$ cat config.mk
export PLATFORM = sky130hd
export DESIGN_NAME = booth_div_flat
export DESIGN_NICKNAME = d
export VERILOG_FILES = /design/src/rtl/booth_div_pkg.sv /design/src/rtl/booth_div_if.sv /design/src/rtl/booth_div_step.sv /design/src/rtl/booth_div.sv /design/src/flat_wrapper.sv
export SDC_FILE = /design/constraint.sdc
export NUM_CORES = 1
export LEC_CHECK = 0
export BUFFER_PORTS_ARGS = -buffer_cell sky130_fd_sc_hd__buf_4
export CAP_MARGIN = 20
export CORE_UTILIZATION = 62
export CTS_BUF_LIST = sky130_fd_sc_hd__clkbuf_8
export CTS_CLUSTER_DIAMETER = 60
export DETAILED_ROUTE_END_ITERATION = 12
export GPL_ROUTABILITY_DRIVEN = 0
export GPL_TIMING_DRIVEN = 0
export PLACE_DENSITY_LB_ADDON = 0.1
export REMOVE_ABC_BUFFERS = 1
export SYNTH_ARGS = -nofsm -noshare
export SYNTH_HDL_FRONTEND = slang
export SYNTH_SLANG_ARGS = --single-unit
$ cat constraint.sdc
create_clock -name clk -period 5 [get_ports clk]
set_clock_uncertainty 0.15 [all_clocks]
set_input_delay 0.5 -clock clk [delete_from_list [all_inputs] [get_ports clk]]
set_output_delay 0.5 -clock clk [all_outputs]
set_load 0.02 [all_outputs]
$ cat src/rtl/booth_div_pkg.sv
// Shared types and constants for the booth_div sequential signed divider.
// Holds the FSM state enum, the iteration counter width helper and the divide-by-zero quotient pattern.
package booth_div_pkg;

    typedef enum logic [1:0] {
        IDLE = 2'd0,
        CALC = 2'd1,
        SIGN = 2'd2
    } div_state_t;

    localparam int W_MAX = 16;

    // Quotient pattern reported for divide-by-zero (all ones, i.e. -1), sliced to W by the user.
    localparam logic [W_MAX-1:0] DZ_Q_ONES = '1;

    function automatic int cnt_w(input int w);
        return $clog2(w) + 1;
    endfunction

endpackage

$ cat src/rtl/booth_div_if.sv
// Start/valid handshake bundle for booth_div; optional dz flag exists only with BOOTH_DIV_DZ_FLAG_EN.
// The master side issues operands, the slave side (the divider) returns busy/valid/results.
interface booth_div_if #(parameter int W = 4);
    logic         start;
    logic [W-1:0] x;
    logic [W-1:0] y;
    logic         busy;
    logic         valid;
    logic [W-1:0] q;
    logic [W-1:0] r;
`ifdef BOOTH_DIV_DZ_FLAG_EN
    logic         dz;
`endif

    modport master (
        output start, x, y,
        input  busy, valid, q, r
`ifdef BOOTH_DIV_DZ_FLAG_EN
        , input dz
`endif
    );

    modport slave (
        input  start, x, y,
        output busy, valid, q, r
`ifdef BOOTH_DIV_DZ_FLAG_EN
        , output dz
`endif
    );
endinterface

$ cat src/rtl/booth_div_step.sv
// One combinational restoring-division iteration on operand magnitudes.
// Shifts the next dividend bit into the partial remainder and trial-subtracts |Y| in W+1 bits.
module booth_div_step #(
    parameter int W = 4
) (
    input  logic [W-1:0] i_rem,
    input  logic         i_bit,
    input  logic [W-1:0] i_ymag,
    output logic [W-1:0] o_rem,
    output logic         o_qbit
);
    logic [W:0] w_shift;
    logic [W:0] w_diff;

    assign w_shift = {i_rem, i_bit};
    assign w_diff  = w_shift - {1'b0, i_ymag};

    // A set top bit means the trial went negative: restore the shifted value.
    assign o_qbit = ~w_diff[W];
    assign o_rem  = w_diff[W] ? w_shift[W-1:0] : w_diff[W-1:0];
endmodule

$ cat src/rtl/booth_div.sv
// Sequential signed divider: restoring division on magnitudes, one quotient bit per clock, then sign fix-up.
// Optional divide-by-zero flag output enabled by defining BOOTH_DIV_DZ_FLAG_EN.
module booth_div
    import booth_div_pkg::*;
#(
    parameter int W = 4
) (
    input logic          clk,
    input logic          rst,
    booth_div_if.slave   bus
);
    localparam int CNT_W = cnt_w(W);

    div_state_t       r_state;
    div_state_t       w_next;
    logic [CNT_W-1:0] r_cnt;
    logic [W-1:0]     r_rem;
    logic [W-1:0]     r_dvd;
    logic [W-1:0]     r_ymag;
    logic             r_xs;
    logic             r_ys;
    logic             r_yz;
    logic [W-1:0]     r_q;
    logic [W-1:0]     r_r;
    logic             r_valid;
`ifdef BOOTH_DIV_DZ_FLAG_EN
    logic             r_dz;
`endif

    logic [W-1:0]     w_xmag;
    logic [W-1:0]     w_ymag;
    logic [W-1:0]     w_rem_nxt;
    logic             w_qbit;
    logic             w_last;
    logic [W-1:0]     w_q_fix;
    logic [W-1:0]     w_r_fix;

    assign w_xmag = bus.x[W-1] ? (-bus.x) : bus.x;
    assign w_ymag = bus.y[W-1] ? (-bus.y) : bus.y;
    assign w_last = (r_cnt == CNT_W'(W - 1));

    booth_div_step #(.W(W)) u_step (
        .i_rem  (r_rem),
        .i_bit  (r_dvd[W-1]),
        .i_ymag (r_ymag),
        .o_rem  (w_rem_nxt),
        .o_qbit (w_qbit)
    );

    // With Y==0 every trial succeeds, so the remainder ends as |X| and R = X falls out of the sign step.
    assign w_q_fix = r_yz ? DZ_Q_ONES[W-1:0] : ((r_xs ^ r_ys) ? (-r_dvd) : r_dvd);
    assign w_r_fix = r_xs ? (-r_rem) : r_rem;

    always_ff @(posedge clk) begin
        if (!rst) begin
            r_state <= IDLE;
        end else begin
            r_state <= w_next;
        end
    end

    always_comb begin
        w_next = r_state;
        case (r_state)
            IDLE:    if (bus.start) w_next = CALC;
            CALC:    if (w_last) w_next = SIGN;
            SIGN:    w_next = IDLE;
            default: w_next = IDLE;
        endcase
    end

    always_ff @(posedge clk) begin
        if (!rst) begin
            r_cnt   <= '0;
            r_rem   <= '0;
            r_dvd   <= '0;
            r_ymag  <= '0;
            r_xs    <= 1'b0;
            r_ys    <= 1'b0;
            r_yz    <= 1'b0;
            r_q     <= '0;
            r_r     <= '0;
            r_valid <= 1'b0;
`ifdef BOOTH_DIV_DZ_FLAG_EN
            r_dz    <= 1'b0;
`endif
        end else begin
            r_valid <= 1'b0;
            case (r_state)
                IDLE: begin
                    if (bus.start) begin
                        r_dvd  <= w_xmag;
                        r_ymag <= w_ymag;
                        r_xs   <= bus.x[W-1];
                        r_ys   <= bus.y[W-1];
                        r_yz   <= (bus.y == '0);
                        r_rem  <= '0;
                        r_cnt  <= '0;
                    end
                end
                CALC: begin
                    r_rem <= w_rem_nxt;
                    r_dvd <= {r_dvd[W-2:0], w_qbit};
                    r_cnt <= r_cnt + CNT_W'(1);
                end
                SIGN: begin
                    r_q     <= w_q_fix;
                    r_r     <= w_r_fix;
                    r_valid <= 1'b1;
`ifdef BOOTH_DIV_DZ_FLAG_EN
                    r_dz    <= r_yz;
`endif
                end
                default: ;
            endcase
        end
    end

    assign bus.busy  = (r_state != IDLE);
    assign bus.valid = r_valid;
    assign bus.q     = r_q;
    assign bus.r     = r_r;
`ifdef BOOTH_DIV_DZ_FLAG_EN
    assign bus.dz    = r_dz;
`endif
endmodule

$ cat src/flat_wrapper.sv
// flat-port wrapper written by rule: the top's interface ports become plain ports
module booth_div_flat import booth_div_pkg::*;
#(
    parameter int W = 4
)
  (clk, rst, bus_start, bus_x, bus_y, bus_busy, bus_valid, bus_q, bus_r);
  booth_div_if #(.W(W)) bus_i ();
  input logic clk;
  input logic rst;
  input wire logic [$bits(bus_i.start)-1:0] bus_start;
  input wire logic [$bits(bus_i.x)-1:0] bus_x;
  input wire logic [$bits(bus_i.y)-1:0] bus_y;
  output wire logic [$bits(bus_i.busy)-1:0] bus_busy;
  output wire logic [$bits(bus_i.valid)-1:0] bus_valid;
  output wire logic [$bits(bus_i.q)-1:0] bus_q;
  output wire logic [$bits(bus_i.r)-1:0] bus_r;
  assign bus_i.start = bus_start;
  assign bus_i.x = bus_x;
  assign bus_i.y = bus_y;
  assign bus_busy = bus_i.busy;
  assign bus_valid = bus_i.valid;
  assign bus_q = bus_i.q;
  assign bus_r = bus_i.r;
  booth_div #(.W(W)) u_core (.clk(clk), .rst(rst), .bus(bus_i));
endmodule
# Word level (Yosys, flattened, before mapping)
# Cells that the tools add are included.
# classes
addsub,6
n_mul,0
n_div,0
n_lt_le_gt_ge,0
eq_ne,5
shift,0
muxes,16
bitwise_logic,2
n_reduce_logical,7
# op_table
cell,n
4-bit two-way mux,8
4-bit negation,4
4-bit case mux with 2 select lines,2
3-bit case mux with 2 select lines,1
2-bit AND reduction,3
5-bit by 4-bit subtractor with 5-bit output,1
4-bit logical NOT,1
2-bit two-way mux,2
2-bit case mux with 2 select lines,1
2-bit nonzero test,2
"3-bit by 1-bit adder with 3-bit output, second input constant",1
"3-bit by 2-bit == test with 1-bit output, second input constant",1
3-bit two-way mux,1
"2-bit by 1-bit == test with 1-bit output, second input constant",1
"2-bit == test, second input constant",1
2-bit logical NOT,1
"2-bit by 1-bit != test with 1-bit output, second input constant",1
"2-bit != test, second input constant",1
1-bit two-way mux,1
1-bit NOT,1
1-bit XOR,1
# word_totals
regBits,29
latch_bits,0
mem_bits_rw,0
romBits,0
input_bits,11
out_inout_bits,10
word_cells,47
memories,0

# Depth between registers and ports, before layout
# logic_depth
word_depth,4
ltp_mapped,8
depth_no_buf,8

# Modules after synthesis
# A second synthesis with hierarchy kept.
# unflattened
cells_unflattened,176
hier_area_um2,1575.3
# by_module_without_submodules
module,n_inst,cells_each,area_per_inst_um2,seq_area_each_um2
booth_div,1,152,1371.3,580.6
booth_div_step,1,24,203.9,0.0

# Worst setup path after synthesis
# Ideal clock, no wire load.
# synth_path
path_kind,register to register
startpoint,register u_core.r_dvd[3]
endpoint,register u_core.r_rem[0]
setup_ns,0.084
arrival_time_ns,1.770
t_required_ns,4.766
setup_slack_ns,2.996
stages_incl_launch_ff,9
n_path_buf,0
period_less_slack_ns,2.004
cell_sequence,dfxtp_1 inv_1 ha_1 inv_1 fa_1 a211o_1 a21o_1 and3_4 o31ai_2
# synth_via
elab_chain_len,3
# synth_lines
item,line_no,source
from (decl),booth_div.sv:18,logic [W-1:0] r_dvd;
from (signal assigned),booth_div.sv:92,r_dvd <= w_xmag;
from (signal assigned),booth_div.sv:103,"r_dvd <= {r_dvd[W-2:0], w_qbit};"
5-bit by 4-bit subtractor with 5-bit output,booth_div_step.sv:16,"assign w_diff = w_shift - {1'b0, i_ymag};"
4-bit two-way mux *,booth_div_step.sv:20,assign o_rem = w_diff[W] ? w_shift[W-1:0] : w_diff[W-1:0];
4-bit case mux with 2 select lines *,booth_div.sv:89,case (r_state)
to (signal assigned),booth_div.sv:102,r_rem <= w_rem_nxt;
to (decl),booth_div.sv:17,logic [W-1:0] r_rem;
# Mark *: on every way between the ends. The rest lies on a longest branch, timed or not.
# A chain may end at the register's enable or synchronous reset.

# Worst setup path in the final report
# Same ends and word-level chain as after synthesis.

==> flow_summary.yaml <==
outcome:
  status: "complete, no violations"
cells_and_area:
  drive_above_1_share_pct: 15.9
  fin_util_pct: 76.0
  antennaDiodeCount: 0
  nets: 228
  area_growth_pct: 17.0
  fin_area_um2: 1870
power_and_ir_drop:
  p_leak_nw: 0.795
  worst_ir_drop_vdd_mv: 0.303
  totalPowerFinal_w: 0.000629
  power_density_nw_per_um2: 337
detailed_routing:
  drcViolationCount: 0
  vias: 1386
  drt_iter0_markers: 40
  first_pass_iters: 4
  routed_wl_mm: 3.25
  postRouteAntennaNets: 0
  via_per_inst: 5.85
  wl_per_cell_um: 13.7
die:
  row_count: 18
  die_area_um2: 2780
  dieWidth_um: 52.7
  pin_count: 21
  start_util_pct: 64.9
  core-area_um2: 2450
  dieHeight_um: 52.7
hold_path:
  hp-class: "primary input to register"
  worstHoldStart: "bus_y[0]"
  hold_end: "u_core.r_ymag[0]$_SDFFE_PN0P_"
  min_path_cells: 3
critical_path:
  reg2reg_to: "u_core.r_rem[0]$_SDFFE_PN0P_"
  worstSetupEndpointType: "register"
  rrSetupSlack_ns: 2.82
  crit_type: "register to register"
  worstRegToRegCells: 8
  crit_required_ns: 5.05
  worst-path-max-fanout: 5
  worst_ep_arrival_time_ns: 2.24
  worstReg2RegStart: "u_core.r_dvd[3]$_SDFFE_PN0P_"
  startpoint_type: "register"
cts:
  cts_root_buffer: "clkbuf_8"
  clk_latency_ns: 0.28
  cts_resized: 0
  cts_setup_buffers: 0
  cts_max_level: 2
  numCtsBuffers: 5
  cts.sinks: 29
  cts_tree: "yes"
  clk_pin_slew_ns: 0.06
  postCtsHoldBufs: 0
  clockBufferDepth: 2
global_route:
  overflow: 0
  grt_first_pass_wirelength_mm: 5.19
  grt_pass1_vias: 1207
  antenna_found_initial: 0
  grt_max_degree: 20
  grt_usage_pct: 26.4
yosys:
  ys_types: 43
  yosysTopAreaCell: "dfxtp_1"
  synth_top_cells_by_area: "dfxtp_1 36%, ha_1 7.8%, nor2_1 5.4%, mux2i_1 5.0%, inv_1 4.0%"
  ys_seq_area_share_pct: 36.4
  ys.flop_type: "dfxtp_1"
  synth_area_um2: 1590
  yosys_register_bits: 29
  synth_edf_count: 0
  synth.top_cell.area_share_pct: 36.4
  async_flop_share_pct: 0
  ys_warn_count: 0
  syn_inst: 186
  avgSynthCellArea_um2: 8.57
sta:
  grt_setup_unrepaired: "no"
  setup_viol: 0
  timing.slew.headroom_pct: 35.4
  whs_ns: 0.315
  fin_crit_sh_pct: 43.7
  slew_viol_final: 0
  fin_crit_ns: 2.18
  max_freq_mhz: 458
  hold_violations: 0
  finalSetupTns_ns: 0
  tightest_slew_ns: 0.967
run:
  maxCapViolations: 0
place:
  portBuffers: 20
  postPlaceCellArea_um2: 1750
  hpwl_mm: 2.33
layout by cell type (no fill, tap or decap), drive strengths merged, types with 2 or more instances in the layout:
| master | count |
|---|---|
| a22oi | 5 |
| o21a | 2 |
| xnor2 | 6 |
| o31ai | 4 |
| a21o | 3 |
| a211o | 2 |
| inv | 18 |
| or2 | 2 |
| buf | 20 |
| o21ai | 7 |
| a21oi | 6 |
| xor2 | 2 |
| nor2 | 23 |
| nand2b | 2 |
| dfxtp | 29 |
| nand3 | 6 |
| ha | 10 |
| mux2i | 8 |
| nand2 | 12 |
| a31oi | 4 |
| a211oi | 6 |
| clkbuf | 6 |
| nor2b | 3 |
| and2 | 3 |
cell usage after synthesis (all sizes together), types with 2 or more instances:
| cell | count |
|---|---|
| dfxtp | 29 |
| nor2 | 23 |
| inv | 17 |
| nand2 | 12 |
| ha | 10 |
| mux2i | 8 |
| o21ai | 7 |
| a211oi | 6 |
| a21oi | 6 |
| nand3 | 6 |
| xnor2 | 6 |
| a22oi | 5 |
| buf | 5 |
| a31oi | 4 |
| o31ai | 4 |
| a21o | 3 |
| and2 | 3 |
| nor2b | 3 |
| a211o | 2 |
| clkbuf | 2 |
| nand2b | 2 |
| o21a | 2 |
| or2 | 2 |
| xor2 | 2 |
layout make-up:
cell class / instances / area (um2)
Timing Repair Buffer: 20 / 150
Inverter: 18 / 67.6
Clock inverter: 2 / 33.8
Multi-Input combinational cell: 132 / 913
Fill cell: 188 / 589
Sequential cell: 29 / 581
Clock buffer: 6 / 82.6
Tap cell: 30 / 37.5
critical path, cell delays in order, from the launching register on:
cell and delay (ns):
dfxtp_1 0.35, inv_1 0.07, ha_1 0.14, inv_1 0.06, fa_1 0.42, a211o_1 0.34, a21o_1 0.22, and3_4 0.18
o31ai_2 0.16
per-layer routing:
layer / up-vias / track usage (%) / wire (um)
met5: - / 0 / 0
met1: 644 / 29.3 / 1410
li1: 692 / - / -
met3: 7 / 11.3 / 191
met4: 0 / 12.7 / 57
met2: 43 / 42.8 / 1590
cells by family (layout without fill, tap and decap cells):
| kind of cell | Yosys count | in the layout | share of synthesized area, % |
|---|---|---|---|
| simple gates | 58 | 58 | 17.8 |
| compound gates | 47 | 47 | 21.0 |
| flops | 29 | 29 | 36.4 |
| buf+inv | 25 | 46 | 6.28 |
| fa+ha+maj | 11 | 11 | 9.11 |
| xor+xnor | 8 | 8 | 4.40 |
| mux | 8 | 8 | 5.02 |
metrics by stage:
| stage | instances | setup slack (ns) |
|---|---|---|
| after floorplan | 179 | 3.00 |
| after global placement | 229 | 2.90 |
| after detailed placement | 229 | 2.84 |
| after CTS | 237 | 2.82 |
| after global routing | 237 | 2.68 |
| final | 237 | 2.82 |
worst max-delay path by stage:
stage | from | to | cells past startpoint
2_1_floorplan | u_core.r_dvd[3]$_SDFFE_PN0P_ | u_core.r_rem[0]$_SDFFE_PN0P_ | 8
3_3_place_gp | u_core.r_dvd[3]$_SDFFE_PN0P_ | u_core.r_rem[0]$_SDFFE_PN0P_ | 8
3_5_place_dp | u_core.r_dvd[3]$_SDFFE_PN0P_ | u_core.r_rem[0]$_SDFFE_PN0P_ | 8
4_1_cts | u_core.r_dvd[3]$_SDFFE_PN0P_ | u_core.r_rem[0]$_SDFFE_PN0P_ | 8
5_1_grt | u_core.r_dvd[3]$_SDFFE_PN0P_ | u_core.r_rem[0]$_SDFFE_PN0P_ | 8
6_report | u_core.r_dvd[3]$_SDFFE_PN0P_ | u_core.r_rem[0]$_SDFFE_PN0P_ | 8
sequential cells by signal, summed over array words and instances, names as in the netlist:
name / flops
u_core.r_xs: 1
u_core.r_state: 2
u_core.r_ymag: 4
u_core.bus.valid: 1
u_core.r_ys: 1
u_core.r_rem: 4
u_core.r_cnt: 3
u_core.r_yz: 1
u_core.bus.r: 4
u_core.r_dvd: 4
u_core.bus.q: 4
power by group:
group | total (W) | switching [W] | leakage, nW | internal [W]
clock network | 0.000250 | 0.0000898 | 0.0626 | 0.000160
registers | 0.000257 | 0.0000154 | 0.236 | 0.000242
logic | 0.000121 | 0.0000652 | 0.497 | 0.0000561
(Power assumes the default switching activity.)
